<file path="src/rtl/vga_pkg.sv">
// rtl/vga_pkg.sv - shared 640x480@60 timing constants and video types
package vga_pkg;

  localparam int H_VISIBLE_DEF = 640;
  localparam int H_FRONT_DEF   = 16;
  localparam int H_SYNC_DEF    = 96;
  localparam int H_BACK_DEF    = 48;
  localparam int V_VISIBLE_DEF = 480;
  localparam int V_FRONT_DEF   = 10;
  localparam int V_SYNC_DEF    = 2;
  localparam int V_BACK_DEF    = 33;

  localparam int H_TOTAL  = H_VISIBLE_DEF + H_FRONT_DEF + H_SYNC_DEF + H_BACK_DEF;
  localparam int V_TOTAL  = V_VISIBLE_DEF + V_FRONT_DEF + V_SYNC_DEF + V_BACK_DEF;
  localparam int HS_START = H_VISIBLE_DEF + H_FRONT_DEF;
  localparam int HS_END   = HS_START + H_SYNC_DEF - 1;
  localparam int VS_START = V_VISIBLE_DEF + V_FRONT_DEF;
  localparam int VS_END   = VS_START + V_SYNC_DEF - 1;

  typedef logic [23:0] rgb24_t;

  typedef struct packed {
    logic hs;
    logic vs;
    logic blank_n;
  } vga_ctrl_t;

  localparam vga_ctrl_t CTRL_IDLE = '{hs: 1'b1, vs: 1'b1, blank_n: 1'b0};

  function automatic logic [9:0] to_cnt(input int value);
    return 10'(value);
  endfunction

endpackage

</file>
<file path="src/rtl/vga_timing_gen_if.sv">
// rtl/vga_timing_gen_if.sv - raster scan, colour return and VGA DAC pin bundle
interface vga_timing_gen_if;
  import vga_pkg::*;

  rgb24_t     Pixel_Color;
  logic [9:0] DrawX;
  logic [9:0] DrawY;
  logic       frame_clk;
  logic       VGA_CLK;
  logic       VGA_HS;
  logic       VGA_VS;
  logic       VGA_BLANK_N;
  logic [7:0] VGA_R;
  logic [7:0] VGA_G;
  logic [7:0] VGA_B;

  modport master (
    input  Pixel_Color,
    output DrawX, DrawY, frame_clk, VGA_CLK, VGA_HS, VGA_VS, VGA_BLANK_N,
    output VGA_R, VGA_G, VGA_B
  );

  modport slave (
    output Pixel_Color,
    input  DrawX, DrawY, frame_clk, VGA_CLK, VGA_HS, VGA_VS, VGA_BLANK_N,
    input  VGA_R, VGA_G, VGA_B
  );

endinterface

</file>
<file path="src/rtl/vga_delay_line.sv">
// rtl/vga_delay_line.sv - enabled shift register with synchronous clear to an idle value
module vga_delay_line #(
  parameter int               WIDTH = 1,
  parameter int               DEPTH = 1,
  parameter logic [WIDTH-1:0] IDLE  = '0
) (
  input  logic             i_clk,
  input  logic             i_clr_n,
  input  logic             i_en,
  input  logic [WIDTH-1:0] i_d,
  output logic [WIDTH-1:0] o_q
);

  logic [WIDTH-1:0] r_stage [DEPTH];

  always_ff @(posedge i_clk) begin
    if (!i_clr_n) begin
      for (int i = 0; i < DEPTH; i++) r_stage[i] <= IDLE;
    end else if (i_en) begin
      r_stage[0] <= i_d;
      for (int i = 1; i < DEPTH; i++) r_stage[i] <= r_stage[i-1];
    end
  end

  assign o_q = r_stage[DEPTH-1];

endmodule

</file>
<file path="src/rtl/vga_timing_gen.sv">
// rtl/vga_timing_gen.sv - VGA raster counters, sync/blank pipeline and DAC colour output
module vga_timing_gen
  import vga_pkg::*;
#(
  parameter int H_VISIBLE   = H_VISIBLE_DEF,
  parameter int H_FRONT     = H_FRONT_DEF,
  parameter int H_SYNC      = H_SYNC_DEF,
  parameter int H_BACK      = H_BACK_DEF,
  parameter int V_VISIBLE   = V_VISIBLE_DEF,
  parameter int V_FRONT     = V_FRONT_DEF,
  parameter int V_SYNC      = V_SYNC_DEF,
  parameter int V_BACK      = V_BACK_DEF,
  parameter int PIPE_STAGES = 2
) (
  input  logic Clk,
  input  logic Reset_n,
  vga_timing_gen_if.master vga
);

  localparam logic [9:0] H_LAST   = to_cnt(H_VISIBLE + H_FRONT + H_SYNC + H_BACK - 1);
  localparam logic [9:0] V_LAST   = to_cnt(V_VISIBLE + V_FRONT + V_SYNC + V_BACK - 1);
  localparam logic [9:0] HS_FIRST = to_cnt(H_VISIBLE + H_FRONT);
  localparam logic [9:0] HS_LAST  = to_cnt(H_VISIBLE + H_FRONT + H_SYNC - 1);
  localparam logic [9:0] VS_FIRST = to_cnt(V_VISIBLE + V_FRONT);
  localparam logic [9:0] VS_LAST  = to_cnt(V_VISIBLE + V_FRONT + V_SYNC - 1);
  localparam logic [9:0] H_VIS    = to_cnt(H_VISIBLE);
  localparam logic [9:0] V_VIS    = to_cnt(V_VISIBLE);

  logic       r_vga_clk;
  logic [9:0] r_h;
  logic [9:0] r_v;
  rgb24_t     r_rgb;
  vga_ctrl_t  w_ctrl_raw;
  vga_ctrl_t  w_ctrl;
  logic       w_tick;

  // The pixel tick is the Clk cycle in which VGA_CLK is high, so updates land on its falling edge.
  assign w_tick = r_vga_clk;

  always_ff @(posedge Clk) begin
    if (!Reset_n) begin
      r_vga_clk <= 1'b0;
      r_h       <= '0;
      r_v       <= '0;
      r_rgb     <= '0;
    end else begin
      r_vga_clk <= ~r_vga_clk;
      if (w_tick) begin
        r_rgb <= vga.Pixel_Color;
        if (r_h == H_LAST) begin
          r_h <= '0;
          r_v <= (r_v == V_LAST) ? '0 : r_v + 10'd1;
        end else begin
          r_h <= r_h + 10'd1;
        end
      end
    end
  end

  assign w_ctrl_raw.hs      = !((r_h >= HS_FIRST) && (r_h <= HS_LAST));
  assign w_ctrl_raw.vs      = !((r_v >= VS_FIRST) && (r_v <= VS_LAST));
  assign w_ctrl_raw.blank_n = (r_h < H_VIS) && (r_v < V_VIS);

  vga_delay_line #(
    .WIDTH ($bits(vga_ctrl_t)),
    .DEPTH (PIPE_STAGES),
    .IDLE  (CTRL_IDLE)
  ) u_ctrl_delay (
    .i_clk   (Clk),
    .i_clr_n (Reset_n),
    .i_en    (w_tick),
    .i_d     (w_ctrl_raw),
    .o_q     (w_ctrl)
  );

  assign vga.DrawX       = r_h;
  assign vga.DrawY       = r_v;
  assign vga.VGA_CLK     = r_vga_clk;
  assign vga.VGA_HS      = w_ctrl.hs;
  assign vga.VGA_VS      = w_ctrl.vs;
  assign vga.frame_clk   = w_ctrl.vs;
  assign vga.VGA_BLANK_N = w_ctrl.blank_n;
  assign vga.VGA_R       = w_ctrl.blank_n ? r_rgb[23:16] : 8'd0;
  assign vga.VGA_G       = w_ctrl.blank_n ? r_rgb[15:8]  : 8'd0;
  assign vga.VGA_B       = w_ctrl.blank_n ? r_rgb[7:0]   : 8'd0;

endmodule
</file>
<file path="src/flat_wrapper.sv">
// flat-port wrapper written by rule: the top's interface ports become plain ports
module vga_timing_gen_flat import vga_pkg::*;
#(
  parameter int H_VISIBLE   = H_VISIBLE_DEF,
  parameter int H_FRONT     = H_FRONT_DEF,
  parameter int H_SYNC      = H_SYNC_DEF,
  parameter int H_BACK      = H_BACK_DEF,
  parameter int V_VISIBLE   = V_VISIBLE_DEF,
  parameter int V_FRONT     = V_FRONT_DEF,
  parameter int V_SYNC      = V_SYNC_DEF,
  parameter int V_BACK      = V_BACK_DEF,
  parameter int PIPE_STAGES = 2
)
  (Clk, Reset_n, vga_Pixel_Color, vga_DrawX, vga_DrawY, vga_frame_clk, vga_VGA_CLK, vga_VGA_HS, vga_VGA_VS, vga_VGA_BLANK_N, vga_VGA_R, vga_VGA_G, vga_VGA_B);
  vga_timing_gen_if vga_i ();
  input  logic Clk;
  input  logic Reset_n;
  input wire logic [$bits(vga_i.Pixel_Color)-1:0] vga_Pixel_Color;
  output wire logic [$bits(vga_i.DrawX)-1:0] vga_DrawX;
  output wire logic [$bits(vga_i.DrawY)-1:0] vga_DrawY;
  output wire logic [$bits(vga_i.frame_clk)-1:0] vga_frame_clk;
  output wire logic [$bits(vga_i.VGA_CLK)-1:0] vga_VGA_CLK;
  output wire logic [$bits(vga_i.VGA_HS)-1:0] vga_VGA_HS;
  output wire logic [$bits(vga_i.VGA_VS)-1:0] vga_VGA_VS;
  output wire logic [$bits(vga_i.VGA_BLANK_N)-1:0] vga_VGA_BLANK_N;
  output wire logic [$bits(vga_i.VGA_R)-1:0] vga_VGA_R;
  output wire logic [$bits(vga_i.VGA_G)-1:0] vga_VGA_G;
  output wire logic [$bits(vga_i.VGA_B)-1:0] vga_VGA_B;
  assign vga_i.Pixel_Color = vga_Pixel_Color;
  assign vga_DrawX = vga_i.DrawX;
  assign vga_DrawY = vga_i.DrawY;
  assign vga_frame_clk = vga_i.frame_clk;
  assign vga_VGA_CLK = vga_i.VGA_CLK;
  assign vga_VGA_HS = vga_i.VGA_HS;
  assign vga_VGA_VS = vga_i.VGA_VS;
  assign vga_VGA_BLANK_N = vga_i.VGA_BLANK_N;
  assign vga_VGA_R = vga_i.VGA_R;
  assign vga_VGA_G = vga_i.VGA_G;
  assign vga_VGA_B = vga_i.VGA_B;
  vga_timing_gen #(.H_VISIBLE(H_VISIBLE), .H_FRONT(H_FRONT), .H_SYNC(H_SYNC), .H_BACK(H_BACK), .V_VISIBLE(V_VISIBLE), .V_FRONT(V_FRONT), .V_SYNC(V_SYNC), .V_BACK(V_BACK), .PIPE_STAGES(PIPE_STAGES)) u_core (.Clk(Clk), .Reset_n(Reset_n), .vga(vga_i));
endmodule
</file>
<file path="config.mk">
export PLATFORM = sky130hd
export DESIGN_NAME = vga_timing_gen_flat
export DESIGN_NICKNAME = d
export VERILOG_FILES = /design/src/rtl/vga_pkg.sv /design/src/rtl/vga_timing_gen_if.sv /design/src/rtl/vga_delay_line.sv /design/src/rtl/vga_timing_gen.sv /design/src/flat_wrapper.sv
export SDC_FILE = /design/constraint.sdc
export NUM_CORES = 1
export LEC_CHECK = 0
export CORE_MARGIN = 8
export CORE_UTILIZATION = 42
export DETAILED_ROUTE_END_ITERATION = 10
export HOLD_SLACK_MARGIN = 0.1
export PLACE_DENSITY = 0.73
export SLEW_MARGIN = 20
export SYNTH_ARGS = -nofsm -noshare
export SYNTH_HDL_FRONTEND = slang
export SYNTH_SLANG_ARGS = --single-unit
</file>
<file path="constraint.sdc">
create_clock -name Clk -period 2 [get_ports Clk]
set_input_delay 0.4 -clock Clk [delete_from_list [all_inputs] [get_ports Clk]]
set_output_delay 0.4 -clock Clk [all_outputs]
set_load 0.05 [all_outputs]
</file>
Word level (Yosys, flattened, before mapping)
Memory sizes are Yosys's and may differ from the RTL's. Index checks and enable logic that the tools add are counted.

Bits of input ports: 26. Memories kept: 1. Register bits: 45. Memory bits (read-only): 0. Output and inout port bits: 49. Bits in writable memories: 6. Bits in latches: 0. Word-level logic and storage cells: 35.

Reduce and logical (&&, ||, !) cells: 6. Multipliers: 0. Add/sub/neg operators: 2. Equal/unequal tests: 2. Bitwise gates (word level): 3. Div/mod/pow operators: 0. Multiplexer cells: 11. Shift operators: 0. Order comparisons: 6.

Memory list: u_core.u_ctrl_delay.r_stage (words 2, bits a word 3, read ports 2, clocked after memory_dff 0, wr ports 2, RTL line vga_delay_line.sv:14) `logic [WIDTH-1:0] r_stage [DEPTH];`.

Operators with widths (count): $mux W8 (3); $add A10 B1 Y10 const B (2); $eq A10 B10 Y1 const B (2); $mux W10 (2); $ge A10 B10 Y1 const B (1); $ge A10 B9 Y1 const B (1); $le A10 B10 Y1 const B (1); $le A10 B9 Y1 const B (1); $lt A10 B10 Y1 const B (1); $lt A10 B9 Y1 const B (1); $mux W3 (2); $mux W1 (4); $logic_and A1 B1 Y1 (3); $logic_not A1 Y1 (2); $or A1 B1 Y1 (2); $reduce_and A2 Y1 (1); $not A1 Y1 (1).

Longest topological paths before layout
Depth in word-level cells: 4. Depth in mapped cells: 6. Mapped depth without buffers: 6.

Cells and area by module
From an unflattened synthesis, not the netlist that was laid out.

Cell total of the unflattened synthesis: 251. Area total of the unflattened synthesis: 2454.9 sq um.

By module, submodules not included: vga_timing_gen (seq. area each 900.9 sq um, times used 1, area each 2203.4 sq um, cells each 235); vga_delay_line (seq. area each 180.2 sq um, times used 1, area each 251.5 sq um, cells each 16).

Worst setup path before layout
No wires, ideal clock.

Path type: register -> register. From: reg u_core.r_h[8], in the netlist u_core.vga.DrawX[8]. To: reg u_core.r_v[9], in the netlist u_core.vga.DrawY[9]. Slack: -0.196 ns. Stages on the path, launching flop included: 5. Setup time: 0.071 ns. Buffers on the path: 0. Required time: 1.929 ns. Clock period less this slack: 2.196 ns. Data arrival time: 2.125 ns. Path through: dfxtp_1 > or3b_1 > or4_4 > or3_1 > a21oi_1.

Cells in the longest elaborated chain, start to end: 2.

RTL lines: start, declared (RTL line vga_timing_gen.sv:30) `logic [9:0] r_h;`; start signal, assigned (RTL line vga_timing_gen.sv:54) `r_h <= r_h + 10'd1;`; $eq A10 B10 Y1 (RTL line vga_timing_gen.sv:50) `if (r_h == H_LAST) begin`; $reduce_and A2 Y1 (no line); end signal, assigned (RTL line vga_timing_gen.sv:52) `r_v <= (r_v == V_LAST) ? '0 : r_v + 10'd1;`; end, declared (RTL line vga_timing_gen.sv:31) `logic [9:0] r_v;`.

Every way passes these cells. A chain may end at the register's enable or synchronous reset.

Worst setup path in the final report
From: reg u_core.r_v[7], in the netlist u_core.vga.DrawY[7]. To: out vga_DrawY[7].

RTL lines: end, declared (RTL line flat_wrapper.sv:20) `output wire logic [$bits(vga_i.DrawY)-1:0] vga_DrawY;`.

No word-level cell between the ends.

==> metrics.csv <==
metric;value;unit
Clk Latency, worst-skew pair;300;ps
Clock Root Buffer;clkbuf_8;
Routed WL;6137;µm
most frequent cells in the layout;dfxtp_1, clkdlybuf4s50_1, and2_1;
Internal Power;1.547;mW
vias in the first global route;1976;
All-Layer GR Usage;14.55;%
share of cells above drive strength 1;21.45;%
GRT overflow;0;
worst-margin pin slew;524.2;ps
final net count;361;
vias per cell;5.002;
WP data required;1600;ps
DIE WIDTH;92.04;µm
Post-Synthesis Net Count;289;
clock sinks;51;
Critical Path Start Type;register;
dominant cells by area after synthesis;dfxtp_1, mux2i_1, edfxtp_1;
largest stage delay on the critical path;840;ps
Port Buffer Count;74;
post-synth cell types;40;
Max Root-Sink Buffers;2;
final worst path period share;97.72;%
status;completed;
P per Cell Area;571.1;mW/mm²
Worst EP arrival;1550;ps
slew margin rel.;64.95;%
sequential share of power;53.2;%
Num CTS Buffers;5;
synthesis-stage register bit count;51;
main flop type after synthesis;dfxtp_1;
synth warn;0;
Layout area overhead;47.35;%
CP Cell Sequence;clkdlybuf4s50_1;
Gate power share;15.7;%
DRC viols;0;
Fillers;457;
DR WL/cell;15.23;µm
RSZ-0062 raised after global routing;no;
sequential share of the synthesized area;44.51;%
clock share of power;31.1;%
Final Util;64.59;%
area share of the leading cell type in the synthesized netlist;37.09;%
Setup TNS;0;ps
Final Total Pwr;2.044;mW
EDFF count, synth;6;
cts hold-fix bufs;0;
Die Span Y;92.04;µm
Final ANT Viol Nets;0;
biggest area consumer among synthesized cells;dfxtp_1;
first-pass GRT wire length;10180;µm
Bufs and invs on worst path;1;
syn_area_per_cell;9.413;µm²
Synth Cell Area;0.002429;mm²
via count;2016;
Crit Path Max Fanout;5;
diode count;0;
CP top delay family;buffers and inverters;
First-pass DRT Iterations;4;
crit end category;output pin;
Reg area;0.001097;mm²
fmax;511.7;MHz
Sw Ratio;24.30;%
most common cell after layout, fill and taps aside;dfxtp_1;
Post-Syn Instances;258;
DRT iter0 DRCs;83;
Reg clk slew, reported paths;90;ps
initial antenna violation count;0;
max-cap viol count;0;
Leak Pwr;1.383;nW
die area;0.008471;mm²
GP Congestion;0.9011;
fin crit period;1954;ps
Peak VDD IR;0.0003117;V
max-slew violation count;0;
# rows;27;
Final Hold Vio Count;0;
FFs w/ async S/R, synth;0;%
sw power;0.4965;mW
H-tree depth;2;
Core ar.;0.005540;mm²
final setup fails;0;
largest net degree at the start of global routing;32;
worst hold path type;reg -> reg;
skew final;3.302;ps
Initial Util;43.83;%
I/O pin count;75;
slowest CP cell;clkdlybuf4s50_1;
multi-input logic area;0.001245;mm²
CTS tree;yes;
post-DP HPWL;4640;µm
worst setup path class;reg -> out;
==> power by group through the flow <==
stage	Combinational [mW]	Sequential (mW)	Clock [mW]
after floorplan	0.154	1.13	0
after global placement	0.319	1.11	0
after detailed placement	0.325	1.11	0
after CTS	0.326	1.09	0.659
after global routing	0.344	1.09	0.702
final	0.321	1.09	0.636
==> path summary, 6_finish.rpt <==
| kind | from | to | slack [ps] | cells after the start |
|---|---|---|---|---|
| hold / removal | u_core.r_rgb[21] | u_core.r_rgb[21] | 510 | 2 |
| setup reg to reg | u_core.vga.DrawX[8] | u_core.vga.DrawY[9] | 70 | 4 |
| setup / recovery | u_core.vga.DrawY[7] | vga_DrawY[7] | 50 | 1 |
| hold reg to reg | u_core.r_rgb[21] | u_core.r_rgb[21] | 510 | 2 |
==> flip-flops by register name, indices dropped and copies added (netlist names) <==
register and cells:
u_core.r_rgb 24, u_core.vga.DrawX 10, u_core.vga.DrawY 10, u_core.u_ctrl_delay.r_stage 6, u_core.vga.VGA_CLK 1
==> cell type report <==
type / count / share of cell area, %
repair buffers: 81 / 28.39
flip-flops and latches: 51 / 30.66
clock buffers: 8 / 2.797
inverters: 8 / 0.8392
well taps: 72 / 2.517
multi-input cells: 183 / 34.79
==> synthesized netlist by cell type (4+ instances only) <==
master,count
and2_1,27
and3_1,5
clkbuf_1,10
dfxtp_1,45
edfxtp_1,6
ha_1,5
inv_1,8
mux2i_1,25
nand2_1,16
nand3_1,6
nand4_1,8
nor2_1,16
nor2b_1,25
nor3_1,4
nor4_1,4
o21ai_0,4
or3_1,4
xnor2_1,10
==> per-stage QoR <==
| stage | hold slack, ps | std cells | cell area, µm² | setup WS, ps |
|---|---|---|---|---|
| 6_report | 509.8 | 403 | 3578 | 45.66 |
| 5_1_grt | 530.0 | 403 | 3578 | 5.849 |
| 4_1_cts | 517.6 | 403 | 3576 | 37.13 |
| 3_5_place_dp | 494.2 | 395 | 3476 | 101.3 |
| 3_3_place_gp | 486.7 | 395 | 3476 | 151.0 |
| 2_1_floorplan | 473.7 | 258 | 2446 | 8.417 |
==> metal layers <==
metal | share of wire, % | vias up | track usage, %
met1 | 48 | 925 | 18.73
met5 | 0 | - | 0
met2 | 45 | 73 | 23.54
li1 | - | 1012 | -
met3 | 6.0 | 6 | 4.075
met4 | 0.86 | 0 | 3.221
==> repair_timing <==
| action | in CTS | in global routing |
|---|---|---|
| buffers inserted | 0 | 0 |
| endpoints found under the setup margin | 0 | 1 |
| resized for setup | 0 | 1 |
==> cell families (layout without fill, tap and decap cells) <==
logic type,after synthesis,in the layout,share of synthesized area (%)
compound gates,13,13,3.452
xor+xnor,13,13,4.688
fa+ha+maj,5,5,2.576
buf+inv,24,97,4.225
flops,51,51,44.51
mux,25,25,10.30
simple gates,127,127,30.24
Note: power is estimated with default switching activity, not from simulation.
